`config.mk`:
```
export PLATFORM = sky130hd
export DESIGN_NAME = prog_gpio_v2
export DESIGN_NICKNAME = d
export VERILOG_FILES = /design/src/rtl/prog_gpio_v2.sv
export SDC_FILE = /design/constraint.sdc
export NUM_CORES = 1
export LEC_CHECK = 0
export BUFFER_PORTS_ARGS = -buffer_cell sky130_fd_sc_hd__buf_2
export CAP_MARGIN = 10
export CORE_ASPECT_RATIO = 1.2
export CORE_MARGIN = 4
export CORE_UTILIZATION = 58
export CTS_BUF_LIST = sky130_fd_sc_hd__clkbuf_4 sky130_fd_sc_hd__clkbuf_8 sky130_fd_sc_hd__clkbuf_16
export DETAILED_ROUTE_END_ITERATION = 8
export GPL_ROUTABILITY_DRIVEN = 0
export PLACE_DENSITY = 0.8
export SYNTH_ARGS = -nofsm -noshare
export SYNTH_HDL_FRONTEND = slang
export SYNTH_SLANG_ARGS = --single-unit
```
`constraint.sdc`:
```
create_clock -name clk -period 2.82 [get_ports clk]
set_input_delay 0.564 -clock clk [delete_from_list [all_inputs] [get_ports clk]]
set_output_delay 0.564 -clock clk [all_outputs]
set_load 0.01 [all_outputs]
```
`src/rtl/prog_gpio_v2.sv`:
```
// prog_gpio_v2: Avalon-MM programmable GPIO with per-bit direction, atomic set/clear and
// level/edge interrupt capture. Define GPIO_DEBOUNCE_EN to insert a per-bit debounce filter.
module prog_gpio_v2 #(
  parameter int unsigned W               = 32,
  parameter int unsigned SYNC_STAGES     = 2,
  parameter logic [31:0] OUT_RESET       = 32'h0,
  parameter int unsigned DEBOUNCE_CYCLES = 16
) (
  input  logic         clk,
  input  logic         reset_n,
  input  logic         avs_write,
  input  logic [31:0]  avs_writedata,
  input  logic [4:0]   avs_address,
  output logic [31:0]  avs_readdata,
  input  logic [W-1:0] pio_i,
  output logic [W-1:0] pio_o,
  output logic [W-1:0] pio_oe,
  output logic         irq
);

  localparam logic [4:0] ADDR_DATA   = 5'h00;
  localparam logic [4:0] ADDR_DIR    = 5'h04;
  localparam logic [4:0] ADDR_MASK   = 5'h08;
  localparam logic [4:0] ADDR_MODE   = 5'h0C;
  localparam logic [4:0] ADDR_POL    = 5'h10;
  localparam logic [4:0] ADDR_STATUS = 5'h14;
  localparam logic [4:0] ADDR_SET    = 5'h18;
  localparam logic [4:0] ADDR_CLR    = 5'h1C;

  if (W < 1 || W > 32) begin : g_bad_w
    $error("prog_gpio_v2: W must be within 1..32");
  end
  if (SYNC_STAGES < 2) begin : g_bad_sync
    $error("prog_gpio_v2: SYNC_STAGES must be at least 2");
  end
  if (DEBOUNCE_CYCLES < 1) begin : g_bad_db
    $error("prog_gpio_v2: DEBOUNCE_CYCLES must be at least 1");
  end

  logic [W-1:0] data_out_r, dir_r, mask_r, mode_r, pol_r, status_r, prev_r;
  logic         irq_r;
  logic [W-1:0] sync_r [SYNC_STAGES];
  logic [W-1:0] in_s, in_f, wdata_s, w1c_s, rise_s, fall_s, edge_ev_s, lvl_ev_s, ev_s, rd_s;

  assign wdata_s = avs_writedata[W-1:0];
  assign in_s    = sync_r[SYNC_STAGES-1];

  // Input synchroniser chain
  always_ff @(posedge clk or negedge reset_n) begin
    if (!reset_n) begin
      for (int k = 0; k < SYNC_STAGES; k++) sync_r[k] <= {W{1'b0}};
    end else begin
      sync_r[0] <= pio_i;
      for (int k = 1; k < SYNC_STAGES; k++) sync_r[k] <= sync_r[k-1];
    end
  end

`ifdef GPIO_DEBOUNCE_EN
  localparam int unsigned   CW       = $clog2(DEBOUNCE_CYCLES + 1);
  localparam logic [CW-1:0] CNT_LAST = CW'(DEBOUNCE_CYCLES - 1);

  logic [CW-1:0] cnt_r [W];
  logic [W-1:0]  filt_r;

  // Debounce: a bit follows in_s only after DEBOUNCE_CYCLES consecutive disagreeing cycles
  always_ff @(posedge clk or negedge reset_n) begin
    if (!reset_n) begin
      filt_r <= {W{1'b0}};
      for (int i = 0; i < W; i++) cnt_r[i] <= {CW{1'b0}};
    end else begin
      for (int i = 0; i < W; i++) begin
        if (in_s[i] == filt_r[i]) begin
          cnt_r[i] <= {CW{1'b0}};
        end else if (cnt_r[i] == CNT_LAST) begin
          filt_r[i] <= in_s[i];
          cnt_r[i]  <= {CW{1'b0}};
        end else begin
          cnt_r[i] <= cnt_r[i] + CW'(1);
        end
      end
    end
  end

  assign in_f = filt_r;
`else
  assign in_f = in_s;
`endif

  // Output pins never raise events; prev_r keeps tracking regardless of DIR/MASK
  assign rise_s    = in_f & ~prev_r;
  assign fall_s    = ~in_f & prev_r;
  assign edge_ev_s = (pol_r & rise_s) | (~pol_r & fall_s);
  assign lvl_ev_s  = ~(in_f ^ pol_r);
  assign ev_s      = ~dir_r & ((mode_r & edge_ev_s) | (~mode_r & lvl_ev_s));
  assign w1c_s     = (avs_write && (avs_address == ADDR_STATUS)) ? wdata_s : {W{1'b0}};

  // Control registers and atomic output set/clear
  always_ff @(posedge clk or negedge reset_n) begin
    if (!reset_n) begin
      data_out_r <= OUT_RESET[W-1:0];
      dir_r      <= {W{1'b0}};
      mask_r     <= {W{1'b0}};
      mode_r     <= {W{1'b0}};
      pol_r      <= {W{1'b0}};
    end else if (avs_write) begin
      case (avs_address)
        ADDR_DATA: data_out_r <= wdata_s;
        ADDR_DIR:  dir_r      <= wdata_s;
        ADDR_MASK: mask_r     <= wdata_s;
        ADDR_MODE: mode_r     <= wdata_s;
        ADDR_POL:  pol_r      <= wdata_s;
        ADDR_SET:  data_out_r <= data_out_r | wdata_s;
        ADDR_CLR:  data_out_r <= data_out_r & ~wdata_s;
        default:   data_out_r <= data_out_r;
      endcase
    end
  end

  // Sticky status (a new event beats a simultaneous W1C), edge history and irq
  always_ff @(posedge clk or negedge reset_n) begin
    if (!reset_n) begin
      status_r <= {W{1'b0}};
      prev_r   <= {W{1'b0}};
      irq_r    <= 1'b0;
    end else begin
      status_r <= (status_r & ~w1c_s) | ev_s;
      prev_r   <= in_f;
      irq_r    <= |(status_r & mask_r);
    end
  end

  // Zero-wait-state read decode
  always_comb begin
    rd_s = {W{1'b0}};
    case (avs_address)
      ADDR_DATA:   rd_s = (dir_r & data_out_r) | (~dir_r & in_f);
      ADDR_DIR:    rd_s = dir_r;
      ADDR_MASK:   rd_s = mask_r;
      ADDR_MODE:   rd_s = mode_r;
      ADDR_POL:    rd_s = pol_r;
      ADDR_STATUS: rd_s = status_r;
      default:     rd_s = {W{1'b0}};
    endcase
  end

  assign avs_readdata = 32'(rd_s);
  assign pio_o        = data_out_r;
  assign pio_oe       = dir_r;
  assign irq          = irq_r;

endmodule

```
# Word level (Yosys, flattened, before mapping)
# Cells that the tools add are included.
# classes
n_eq_ne,7
n_mux,3
bitwise,26
reduce_logical,9
# ops
op,n
32-bit AND,12
32-bit inverter,8
32-bit one-hot mux with 6 select lines,1
32-bit OR,5
32-bit one-hot mux with 3 select lines,1
32-bit 2-to-1 mux,1
32-bit OR reduction,1
32-bit XOR,1
"5-bit equality test, second input constant",4
"5-bit by 4-bit equality test with 1-bit output, second input constant",2
2-bit AND reduction,5
"5-bit by 3-bit equality test with 1-bit output, second input constant",1
5-bit zero test,1
3-bit nonzero test,1
1-bit logical AND,1
# word_totals
reg_bits,289
input_bits,72
output_inout_bits,97
wordCells,55

# Depth between registers and ports, before layout
# logic_depth
depth_word,8
depth_mapped,6
mapped_depth_nobuf,3

# Worst setup path before layout
# Ideal clock, no wire load.
# synth_timing
path_type,input port to output port
startpoint,in avs_address[2]
endpoint,out avs_readdata[10]
arrival_time_ns,1.997
t_required_ns,2.256
path_slack_ns,0.259
path_stages,6
n_path_buf,3
path_cell_list,buf_2 > buf_4 > buf_1 > mux2i_1 > o22ai_1 > a221o_1
# synth_via
elab_chain_cells,2
elab_cells_between_ends,7
cone_classes,5 x eq/ne; 1 x mux; 1 x reduce/logical
# synth_rtl
element,line,source
"start, declared",13,"input logic [4:0] avs_address,"
5-bit equality test (tied with other cells),135,case (avs_address)
32-bit one-hot mux with 6 select lines (*),135,
"end, declared",14,"output logic [31:0] avs_readdata,"
# Every way passes the cells marked *; elsewhere a longest branch is shown, timed or not.

# Worst setup path in the final report
# layout_timing
startpoint,in avs_address[4]
endpoint,out avs_readdata[2]
# Same word-level chain as after synthesis.

==> results.py <==
metrics = {
    "clock_network": {
        "cts_resized": 0,
        "cts_tree": "yes",
        "clk_latency_ns": 0.56,
        "clock-root-buffer": "clkbuf_16",
        "cts_sinks": 289,
        "cts_buffers": 30,
        "cts_setup_buffers": 0,
        "cts.clk_slew.worst_paths_ns": 0.06,
        "cts.path.max_buffers": 3,
        "ctsHtreeMaxLevel": 1,
    },
    "critical_path": {
        "path_max_fanout": 23,
        "crit_path_start_kind": "primary input",
        "rrSetupSlack_ns": 1.24,
        "cp.required_ns": 2.26,
        "crit_type": "primary input to output pin",
        "crit_arrival_ns": 2.19,
        "endpoint_kind": "output pin",
    },
    "timing": {
        "slew_headroom_pct": 49.6,
        "final_max_slew_viol_count": 0,
        "rsz0062_at_grt": "no",
        "fin_crit_sh_pct": 97.7,
        "worstMarginPinSlew_ns": 0.756,
        "hold_viol": 0,
        "fin_crit_ns": 2.76,
        "final.setup.tns_ns": 0,
        "fmax_mhz": 363,
        "skew_ns": 0.0134,
        "setup_viol": 0,
        "whs_ns": 0.106,
    },
    "final_layout": {
        "layout-area-overhead-vs-synth_pct": 17.9,
        "fin_area_mm2": 0.0159,
        "final_core_util_pct": 70.2,
        "final_cells": 1630,
        "nets": 1369,
        "fill_cells": 1646,
        "layout-drive-gt1-share_pct": 33.6,
    },
    "route": {
        "drtPass1Iterations": 8,
        "vias_per_cell": 6.55,
        "wl_per_cell_um": 23.5,
        "drcViolationCount": 0,
        "finalWirelength_mm": 38.3,
        "drtIter0Drc": 1031,
        "via_count": 10673,
        "final_antenna_net_count": 0,
    },
    "power": {
        "switching_share_pct": 27.0,
        "p_leak_nw": 7.26,
        "powerDensity_mw_per_mm2": 673,
        "clkPwrFrac_pct": 37.2,
        "ir_worst_vdd_uv": 540,
        "pwr-share-seq_pct": 47.8,
        "p_int_w": 0.00779,
        "p_comb_share_pct": 15.0,
        "p_sw_w": 0.00289,
    },
    "global_route": {
        "grt_start_max_net_pins": 86,
        "grt_pass1_wl_mm": 60.7,
        "antenna_found_initial": 2,
        "grt_pass1_vias": 10996,
        "grt_usage_pct": 29.3,
        "grt_overflow": 0,
    },
    "floorplan": {
        "row_count": 60,
        "dieHeight_um": 175,
        "io_pins": 169,
        "dieArea_mm2": 0.0257,
        "fp.dieW_um": 147,
        "core_mm2": 0.0226,
        "start_util_pct": 59.5,
    },
    "placed_design": {
        "placed_area_mm2": 0.0148,
        "io_buffers": 168,
        "dpl.hpwl_mm": 25.1,
        "dp_cells": 1574,
    },
    "run_status": {
        "run_status": "finished clean",
    },
    "logic_synthesis": {
        "ys.flop_type": "dfrtp_1",
        "synthTopCellsByArea": "dfrtp_1, mux2_2, mux2_4",
        "yosysMostFrequentCell": "dfrtp_1",
        "yosysSeqAreaShare_pct": 53.8,
        "synthArstFlopShare_pct": 100,
        "synth_top_area_share_pct": 53.8,
        "synth_edf_count": 0,
        "syn_avg_cell_area_um2": 11.9,
        "ys_ff_latch": 289,
        "yosysWarnings": 0,
        "synth_area_leader_cell": "dfrtp_1",
        "netlist_area_mm2": 0.0134,
        "synth_nets": 1200,
        "synth_common_cells": "dfrtp_1, mux2_2, nor2_1, o22ai_1, a22oi_1",
        "synthCells": 1128,
        "synthDistinctLibCells": 38,
    },
    "run": {
        "drv_cap": 0,
    },
    "worst_hold_path": {
        "min_path_type": "primary input to flop",
    },
}
## cell families (layout without fill, tap and decap cells)
family,count (synthesis),after routing,synth area share (%)
other cells,0,2,0
flops,289,289,53.8
buf+inv,84,274,2.82
compound gates,314,314,16.8
simple gates,237,237,9.11
mux,204,204,17.5
## critical path, cell delays in order
cell,delay (ns)
buf_4,0.15
or4b_2,0.68
buf_4,0.28
o22ai_1,0.19
a221o_1,0.18
buf_2,0.14
## power by group through the flow
| stage | combinational, W | clock (W) | sequential [W] |
|---|---|---|---|
| after floorplan | 0.000985 | 0 | 0.00504 |
| after detailed placement | 0.00159 | 0 | 0.00516 |
| after CTS | 0.00160 | 0.00402 | 0.00509 |
| final | 0.00160 | 0.00397 | 0.00511 |
| after global routing | 0.00175 | 0.00419 | 0.00516 |
| after global placement | 0.00154 | 0 | 0.00513 |
## routing by layer
layer | up-vias | GRT usage (%) | wire, um | share of wire, %
met3 | 111 | 3.45 | 2570 | 6.7
met2 | 528 | 49.2 | 18900 | 49
met1 | 5358 | 39.2 | 15300 | 40
met4 | 0 | 11.8 | 1540 | 4.0
li1 | 4676 | - | - | -
met5 | - | 0 | 0 | 0
## layout by cell type (no fill, tap or decap), types with 10 or more instances in the layout
cell type / instances
a21oi_1: 33
buf_4: 45
clkbuf_16: 30
clkbuf_4: 10
a2111o_1: 10
a21boi_0: 32
dfrtp_1: 289
mux2_4: 30
a2111oi_0: 32
nor2_1: 76
nand2b_1: 34
o21ai_0: 42
o22ai_1: 54
o31ai_1: 32
buf_2: 165
mux2i_1: 45
nor4_1: 32
a221o_1: 22
mux2_2: 128
a22oi_1: 48
nand3_1: 32
nand2_1: 32
## timing repair
item,CTS,global route
hold endpoints to repair,60,0
setup endpoints to repair,0,0
hold buffers,1,0
## worst paths after layout
path / start / endpoint / depth (start not counted)
worst max-delay path: avs_address[4] / avs_readdata[2] / 6
min in group asynchronous: reset_n / sync_r[61]$_DFF_PN0_ / 2
worst min register to register: sync_r[41]$_DFF_PN0_ / in_f[9]$_DFF_PN0_ / 0
worst min-delay path: pio_i[5] / sync_r[37]$_DFF_PN0_ / 1
max in group asynchronous: reset_n / pol_r[31]$_DFFE_PN0P_ / 3
worst max register to register: status_r[27]$_DFF_PN0_ / irq$_DFF_PN0_ / 3
## area by class of cell
type	instances	area, um2	area share (%)
clock inverter	5	70.1	0.442
antenna	2	5.00	0.0316
multi-input combinational	755	5860	37.0
tap	310	388	2.45
clock buffer	48	936	5.90
timing repair buffer	221	1370	8.63
sequential	289	7230	45.6
## stage by stage
stage	worst slack (ns)	total power, W
2_1_floorplan	0.259	0.00603
3_3_place_gp	0.106	0.00667
3_5_place_dp	0.100	0.00675
4_1_cts	0.0900	0.0107
5_1_grt	0.0146	0.0111
6_report	0.0640	0.0107
Power figures use the tool's default switching activity.
